<file path="config.mk">
export PLATFORM = sky130hd
export DESIGN_NAME = j1_code_loader_flat
export DESIGN_NICKNAME = d
export VERILOG_FILES = /design/src/rtl/j1_code_loader_if.sv /design/src/rtl/j1_code_loader.sv /design/src/flat_wrapper.sv
export SDC_FILE = /design/constraint.sdc
export NUM_CORES = 1
export LEC_CHECK = 0
export BUFFER_PORTS_ARGS = -buffer_cell sky130_fd_sc_hd__buf_2
export CORE_UTILIZATION = 45
export DETAILED_ROUTE_END_ITERATION = 8
export PLACE_DENSITY_LB_ADDON = 0.3
export SYNTH_ARGS = -nofsm -noshare
export SYNTH_HDL_FRONTEND = slang
export SYNTH_SLANG_ARGS = --single-unit
</file>
<file path="constraint.sdc">
create_clock -name clk -period 1.94 [get_ports clk]
set_input_delay 0.194 -clock clk [delete_from_list [all_inputs] [get_ports clk]]
set_output_delay 0.194 -clock clk [all_outputs]
set_load 0.02 [all_outputs]
</file>
<file path="src/rtl/j1_code_loader_if.sv">
// Byte-stream input and code RAM write port of the J1 code loader.
// The loader takes the slave side; the UART/RAM environment takes the master side.
interface j1_code_loader_if #(
    parameter int ADDR_W = 13
);
    logic [7:0]        in_data;
    logic              in_valid;
    logic              in_ready;
    logic              ram_sel;
    logic [ADDR_W-1:0] ram_addr;
    logic [15:0]       ram_wdata;
    logic              ram_we;

    modport master (
        output in_data, in_valid,
        input  in_ready, ram_sel, ram_addr, ram_wdata, ram_we
    );

    modport slave (
        input  in_data, in_valid,
        output in_ready, ram_sel, ram_addr, ram_wdata, ram_we
    );
endinterface

</file>
<file path="src/rtl/j1_code_loader.sv">
// Boot/reload sequencer for the J1: receives a framed image over a byte stream,
// writes it into code RAM while holding the CPU in reset, then releases it on a good checksum.
module j1_code_loader #(
    parameter int         ADDR_W        = 13,
    parameter bit         HOLD_AT_RESET = 1'b1,
    parameter logic [7:0] SYNC_BYTE     = 8'hA5
) (
    input  logic              clk,
    input  logic              resetq,
    j1_code_loader_if.slave   bus,
    output logic              cpu_resetq,
    output logic              busy,
    output logic              err,
    output logic [ADDR_W:0]   words_loaded,
    output logic [3:0]        fsm_state
);

    typedef enum logic [3:0] {
        S_IDLE   = 4'd0,
        S_ADDR_H = 4'd1,
        S_ADDR_L = 4'd2,
        S_CNT_H  = 4'd3,
        S_CNT_L  = 4'd4,
        S_DATA_H = 4'd5,
        S_DATA_L = 4'd6,
        S_WRITE  = 4'd7,
        S_CSUM   = 4'd8
    } state_t;

    state_t            state;
    logic              ram_sel;
    logic [ADDR_W-1:0] ram_addr;
    logic [15:0]       ram_wdata;
    logic              ram_we;
    logic [7:0]        csum;
    logic [15:0]       remaining;
    logic [7:0]        addr_hi;
    logic [7:0]        cnt_hi;
    logic [7:0]        data_hi;
    logic              booted;
    logic              xfer;

    // Handshake: a byte moves when in_valid and in_ready are both high on a rising clk edge;
    // in_ready drops only for the single WRITE cycle, and a held byte waits there unchanged.
    assign bus.in_ready  = (state != S_WRITE);
    assign xfer          = bus.in_valid && bus.in_ready;
    assign busy          = (state != S_IDLE);
    assign fsm_state     = state;
    assign bus.ram_sel   = ram_sel;
    assign bus.ram_addr  = ram_addr;
    assign bus.ram_wdata = ram_wdata;
    assign bus.ram_we    = ram_we;

    always_ff @(posedge clk or negedge resetq) begin
        if (!resetq) begin
            state        <= S_IDLE;
            cpu_resetq   <= 1'b0;
            ram_sel      <= 1'b1;
            ram_we       <= 1'b0;
            ram_addr     <= '0;
            ram_wdata    <= '0;
            err          <= 1'b0;
            words_loaded <= '0;
            csum         <= '0;
            remaining    <= '0;
            addr_hi      <= '0;
            cnt_hi       <= '0;
            data_hi      <= '0;
            booted       <= 1'b0;
        end else begin
            booted <= 1'b1;
            ram_we <= 1'b0;
            // Free-running boot: hand the RAM back and let the CPU go on the first edge out of reset.
            if (!booted && !HOLD_AT_RESET) begin
                cpu_resetq <= 1'b1;
                ram_sel    <= 1'b0;
            end

            case (state)
                S_IDLE: begin
                    if (xfer && bus.in_data == SYNC_BYTE) begin
                        state        <= S_ADDR_H;
                        cpu_resetq   <= 1'b0;
                        ram_sel      <= 1'b1;
                        err          <= 1'b0;
                        csum         <= '0;
                        words_loaded <= '0;
                    end
                end
                S_ADDR_H: begin
                    if (xfer) begin
                        addr_hi <= bus.in_data;
                        csum    <= csum ^ bus.in_data;
                        state   <= S_ADDR_L;
                    end
                end
                S_ADDR_L: begin
                    if (xfer) begin
                        ram_addr <= ADDR_W'({addr_hi, bus.in_data});
                        csum     <= csum ^ bus.in_data;
                        state    <= S_CNT_H;
                    end
                end
                S_CNT_H: begin
                    if (xfer) begin
                        cnt_hi <= bus.in_data;
                        csum   <= csum ^ bus.in_data;
                        state  <= S_CNT_L;
                    end
                end
                S_CNT_L: begin
                    if (xfer) begin
                        remaining <= {cnt_hi, bus.in_data};
                        csum      <= csum ^ bus.in_data;
                        state     <= ({cnt_hi, bus.in_data} == 16'd0) ? S_CSUM : S_DATA_H;
                    end
                end
                S_DATA_H: begin
                    if (xfer) begin
                        data_hi <= bus.in_data;
                        csum    <= csum ^ bus.in_data;
                        state   <= S_DATA_L;
                    end
                end
                S_DATA_L: begin
                    if (xfer) begin
                        ram_wdata <= {data_hi, bus.in_data};
                        ram_we    <= 1'b1;
                        csum      <= csum ^ bus.in_data;
                        state     <= S_WRITE;
                    end
                end
                S_WRITE: begin
                    ram_addr     <= ram_addr + ADDR_W'(1);
                    words_loaded <= words_loaded + (ADDR_W+1)'(1);
                    remaining    <= remaining - 16'd1;
                    state        <= (remaining == 16'd1) ? S_CSUM : S_DATA_H;
                end
                S_CSUM: begin
                    if (xfer) begin
                        // Written words stay in RAM on a bad checksum; only the CPU release is gated.
                        if (bus.in_data == csum) begin
                            cpu_resetq <= 1'b1;
                            ram_sel    <= 1'b0;
                        end else begin
                            err        <= 1'b1;
                            cpu_resetq <= 1'b0;
                            ram_sel    <= 1'b1;
                        end
                        state <= S_IDLE;
                    end
                end
                default: state <= S_IDLE;
            endcase
        end
    end

endmodule
</file>
<file path="src/flat_wrapper.sv">
// flat-port wrapper written by rule: the top's interface ports become plain ports
module j1_code_loader_flat 
#(
    parameter int         ADDR_W        = 13,
    parameter bit         HOLD_AT_RESET = 1'b1,
    parameter logic [7:0] SYNC_BYTE     = 8'hA5
)
  (clk, resetq, cpu_resetq, busy, err, words_loaded, fsm_state, bus_in_data, bus_in_valid, bus_in_ready, bus_ram_sel, bus_ram_addr, bus_ram_wdata, bus_ram_we);
  j1_code_loader_if #(.ADDR_W(ADDR_W)) bus_i ();
  input  logic clk;
  input  logic resetq;
  output logic cpu_resetq;
  output logic busy;
  output logic err;
  output logic [ADDR_W:0] words_loaded;
  output logic [3:0] fsm_state;
  input wire logic [$bits(bus_i.in_data)-1:0] bus_in_data;
  input wire logic [$bits(bus_i.in_valid)-1:0] bus_in_valid;
  output wire logic [$bits(bus_i.in_ready)-1:0] bus_in_ready;
  output wire logic [$bits(bus_i.ram_sel)-1:0] bus_ram_sel;
  output wire logic [$bits(bus_i.ram_addr)-1:0] bus_ram_addr;
  output wire logic [$bits(bus_i.ram_wdata)-1:0] bus_ram_wdata;
  output wire logic [$bits(bus_i.ram_we)-1:0] bus_ram_we;
  assign bus_i.in_data = bus_in_data;
  assign bus_i.in_valid = bus_in_valid;
  assign bus_in_ready = bus_i.in_ready;
  assign bus_ram_sel = bus_i.ram_sel;
  assign bus_ram_addr = bus_i.ram_addr;
  assign bus_ram_wdata = bus_i.ram_wdata;
  assign bus_ram_we = bus_i.ram_we;
  j1_code_loader #(.ADDR_W(ADDR_W), .HOLD_AT_RESET(HOLD_AT_RESET), .SYNC_BYTE(SYNC_BYTE)) u_core (.clk(clk), .resetq(resetq), .bus(bus_i), .cpu_resetq(cpu_resetq), .busy(busy), .err(err), .words_loaded(words_loaded), .fsm_state(fsm_state));
endmodule
</file>
==> flow_summary.yaml <==
grt:
  grt_antenna_before_repair: 0
  maximum_number_of_pins_on_one_net_before_global_route_repair: 41
  gr-total-overflow: 0
  grt_pass1_wl_mm: 19.8
  overall_global_routing_usage_pct: 22.5
  vias_in_the_first_global_route: 3835
worst_setup_path:
  crit_buf_inv: 1
  timing.reg2reg.setup_slack_ps: -10
  endpoint_of_the_worst_slack_reg_to_reg_timing_path: "u_core.fsm_state[3]$_DFFE_PN0P_"
  kind_of_capture_point_of_the_worst_setup_path: "register"
  critical_path_depth: 6
  timing.reg2reg.worst_path_depth: 6
  crit_path_cell_trace: "inv_2, ha_4, or4b_1, or4_4, o22a_1, o22ai_2"
  timing.critical_path.slowest_cell_delay_ps: 520
  worstPathArrival_ps: 2260
  critical_path.startpoint_type: "register"
  cp_top_family: "simple AND/OR/NAND/NOR gates"
  library_cell_contributing_the_largest_single_delay_on_the_critical_path: "sky130_fd_sc_hd__or4_4"
  timing_worst_setup_path_type: "reg2reg"
  critical_path.max_fanout: 2
  crit_required_ps: 2250
  rr_startpoint: "u_core.remaining[1]$_DFFE_PN0P_"
logic_synthesis:
  synth_area_per_cell_um2: 10.6
  cells_after_synth: 461
  synthesis.nets: 476
  yosysWarningCount: 0
  synth_compound_gate_area_share_pct: 16.7
  post_synth_mux_area_share_pct: 9.74
  synth_top_family_by_area: "simple AND/OR/NAND/NOR gates"
  netlist_area_before_placement_um2: 4910
  synthFlopType: "sky130_fd_sc_hd__dfrtp_1"
  synthXorXnorAreaFrac_pct: 1.43
  ys_async_sr_fraction_pct: 100
  netlist_top_cells_area: "sky130_fd_sc_hd__dfrtp_1 (48%), sky130_fd_sc_hd__mux2_2 (8.7%), sky130_fd_sc_hd__a221o_1 (3.5%)"
  synth_sequential_area_ratio_pct: 49.0
  portion_of_synthesized_cell_area_occupied_by_the_leading_cell_type_pct: 48.5
  synth_largest_area_cell: "sky130_fd_sc_hd__dfrtp_1"
  post_synth_fa_ha_maj_area_fraction_pct: 1.02
  synth-edff-count: 0
  netlist-cell-type-count: 60
  yosys_register_bits: 96
  post_synth_and_or_nand_nor_area_fraction_pct: 18.5
timing:
  setup_viol_count_final: 1
  tns_ps: -9.90
  slew_viol_final: 0
  worst_clock_skew_ps: 11.8
  fin_crit_sh_pct: 101
  period_minus_slack_ps: 1950
  slew-limit-headroom_pct: 73.0
  timing.final.ws_setup_ps: -9.90
  max_freq_mhz: 513
  report.final.hold_viol_count: 0
  actual_transition_at_the_worst_max_transition_pin_ps: 405
  grt_setup_unrepaired: "yes"
place:
  placedInstanceArea_um2: 5640
  hpwl_mm: 8.46
  io_buffers: 63
  pre_cts_ws_ps: -151
  gp_congestion: 0.846
route:
  drt_first_pass_iters: 4
  route.antenna.remaining_nets: 0
  drt-initial-drc-count: 314
  vias_per_cell: 5.98
  wl_mm: 12.3
  detail_route.drc_violations: 0
  routedWlPerCell_um: 17.6
  via_count: 4178
clocking:
  clock_tree.root_cell: "sky130_fd_sc_hd__clkbuf_8"
  htree_levels: 3
  clk-insertion-delay-late_ps: 390
  clkSlewWorstSetupHoldPaths_ps: 100
  cts_buffers: 9
  clkSinkCount: 96
  cts-root-to-sink-buffers: 2
  tritoncts: "done"
worst_hold_path:
  min_delay_worst_endpoint: "u_core.fsm_state[3]$_DFFE_PN0P_"
  hold_class: "in2reg"
  min_delay_path_depth: 2
  hold_path.startpoint: "bus_in_valid"
die:
  site_rows: 37
  num_io_pins: 64
  floorplan.die.height_um: 106
  fp.coreArea_um2: 10500
  fp.dieArea_um2: 11300
  floorplan.die.width_um: 106
  initial_util_pct: 46.9
power_and_ir_drop:
  vdd.ir_drop.worst_v: 0.000753
  leakagePower_nw: 2.60
  power.total_mw: 9.37
  power_frac_comb_pct: 46.7
  total_switching_power_mw: 3.98
  power_density_nw_per_um2: 1570
  p_clk_share_pct: 14.4
  cell_internal_pwr_mw: 5.38
  part_of_the_power_in_registers_pct: 38.8
  share_of_total_power_consumed_by_net_switching_pct: 42.5
status:
  violations: "negative setup slack"
  run_status: "finished, violations left"
job:
  timing.max_cap.violations: 0
finish:
  design_area_um2: 5980
  area_growth_syn_to_layout_pct: 21.9
  antenna_cells_inserted: 0
  count_of_nets_after_finishing: 573
  layout-drive-gt1-share_pct: 35.5
-- synth_stat cells (3+ instances only) --
master                     count
sky130_fd_sc_hd__a211oi_1      6
sky130_fd_sc_hd__a21oi_1      12
sky130_fd_sc_hd__a221o_1      17
sky130_fd_sc_hd__a311oi_1      4
sky130_fd_sc_hd__a31o_2        3
sky130_fd_sc_hd__a31oi_1       8
sky130_fd_sc_hd__and3_1        6
sky130_fd_sc_hd__and4_1        3
sky130_fd_sc_hd__buf_2         8
sky130_fd_sc_hd__clkbuf_1     21
sky130_fd_sc_hd__dfrtp_1      95
sky130_fd_sc_hd__ha_1          4
sky130_fd_sc_hd__inv_1        10
sky130_fd_sc_hd__mux2_2       38
sky130_fd_sc_hd__mux2i_1       5
sky130_fd_sc_hd__nand2_1      38
sky130_fd_sc_hd__nand2b_1      5
sky130_fd_sc_hd__nand3_1      12
sky130_fd_sc_hd__nand3b_1      4
sky130_fd_sc_hd__nand4_1      11
sky130_fd_sc_hd__nor2_1       19
sky130_fd_sc_hd__nor2b_1      12
sky130_fd_sc_hd__nor3_1       11
sky130_fd_sc_hd__nor3b_1      14
sky130_fd_sc_hd__nor4_1        7
sky130_fd_sc_hd__o211ai_1      6
sky130_fd_sc_hd__o21ai_0      21
sky130_fd_sc_hd__o22ai_1       3
sky130_fd_sc_hd__o311ai_0      5
sky130_fd_sc_hd__o31ai_1       6
sky130_fd_sc_hd__or3_1         3
sky130_fd_sc_hd__or4_1         5
sky130_fd_sc_hd__xnor2_1       8
-- cells by family (layout without fill, tap and decap cells) --
kind of cell	Yosys count	count (layout)
compound gates	111	111
xor+xnor	8	8
fa+ha+maj	4	4
buf+inv	41	143
flops	96	96
mux	43	43
simple gates	158	158
-- timing repair --
item,CTS,global route
setup buffers,1,4
gates resized for setup,7,15
pin swaps,3,2
hold buffers,1,0
setup endpoints to repair,4,20
hold endpoints to repair,54,0
-- power groups by stage --
stage / sequential [mW] / combinational, mW / clock, mW
6_report: 3.64 / 4.38 / 1.35
5_1_grt: 3.76 / 4.75 / 1.46
4_1_cts: 3.60 / 4.23 / 1.38
3_5_place_dp: 3.64 / 4.18 / 0
3_3_place_gp: 3.59 / 4.08 / 0
2_1_floorplan: 4.02 / 2.33 / 0
-- worst max-delay path by stage --
stage | startpoint | endpoint
finish | u_core.remaining[1]$_DFFE_PN0P_ | u_core.fsm_state[3]$_DFFE_PN0P_
global route | u_core.remaining[1]$_DFFE_PN0P_ | u_core.remaining[12]$_DFFE_PN0P_
CTS | u_core.remaining[1]$_DFFE_PN0P_ | u_core.fsm_state[3]$_DFFE_PN0P_
detailed placement | u_core.remaining[1]$_DFFE_PN0P_ | u_core.fsm_state[0]$_DFFE_PN0P_
global placement | u_core.remaining[1]$_DFFE_PN0P_ | u_core.fsm_state[0]$_DFFE_PN0P_
floorplan | u_core.fsm_state[1]$_DFFE_PN0P_ | u_core.csum[5]$_DFFE_PN0P_
-- state kept, by name, indices dropped and copies added (netlist names) --
signal and count:
u_core.cpu_resetq 1, u_core.remaining 16, u_core.err 1, u_core.addr_hi 5, u_core.bus.ram_sel 1, u_core.bus.ram_addr 13, u_core.bus.ram_wdata 16, u_core.data_hi 8
u_core.words_loaded 14, u_core.cnt_hi 8, u_core.csum 8, u_core.bus.ram_we 1, u_core.fsm_state 4
-- area by class of cell --
cell class                      instances  area [um2]
Clock inverter                          7        81.3
Sequential cell                        96        2410
Timing Repair Buffer                  116         754
Fill cell                             914        4480
Tap cell                              136         170
Clock buffer                            9         124
Inverter                               11        43.8
Multi-Input combinational cell        324        2400
-- worst register-to-register path: stages, from the launching register on --
cell,delay [ps]
sky130_fd_sc_hd__dfrtp_1,400
sky130_fd_sc_hd__inv_2,90
sky130_fd_sc_hd__ha_4,120
sky130_fd_sc_hd__or4b_1,430
sky130_fd_sc_hd__or4_4,520
sky130_fd_sc_hd__o22a_1,230
sky130_fd_sc_hd__o22ai_2,90
-- cells in the final DEF, fill, tap and decap left out, drive strengths merged, types with 4 or more instances in the layout --
cell type	count
or4	6
dfrtp	95
a31oi	8
o311ai	5
inv	16
clkbuf	9
o22ai	4
o211ai	6
nor2	19
nor2b	12
nand2	38
nor3b	14
ha	4
nand3	12
a21oi	12
nand3b	4
a211oi	6
a311oi	4
buf	115
xnor2	8
nor4	9
nand2b	5
nand4	12
a221o	17
mux2	38
nor3	11
o31ai	6
and3	6
o21ai	21
mux2i	5
-- through the flow --
step | utilization [%] | hold WS (ps) | cells
after floorplan | - | -102 | 461
after global placement | 53.9 | 79.1 | 677
after detailed placement | 53.9 | 80.9 | 677
after CTS | 56.3 | 172 | 695
after global routing | 57.2 | 196 | 699
final | 57.2 | 179 | 699
-- metal layers --
layer	track usage [%]	up-vias	routed length, um
met5	0	-	0
met4	9.39	0	274
met3	3.68	22	504
met2	34.9	108	5830
met1	31.4	2096	5680
li1	-	1952	-
Power figures use the tool's default switching activity.
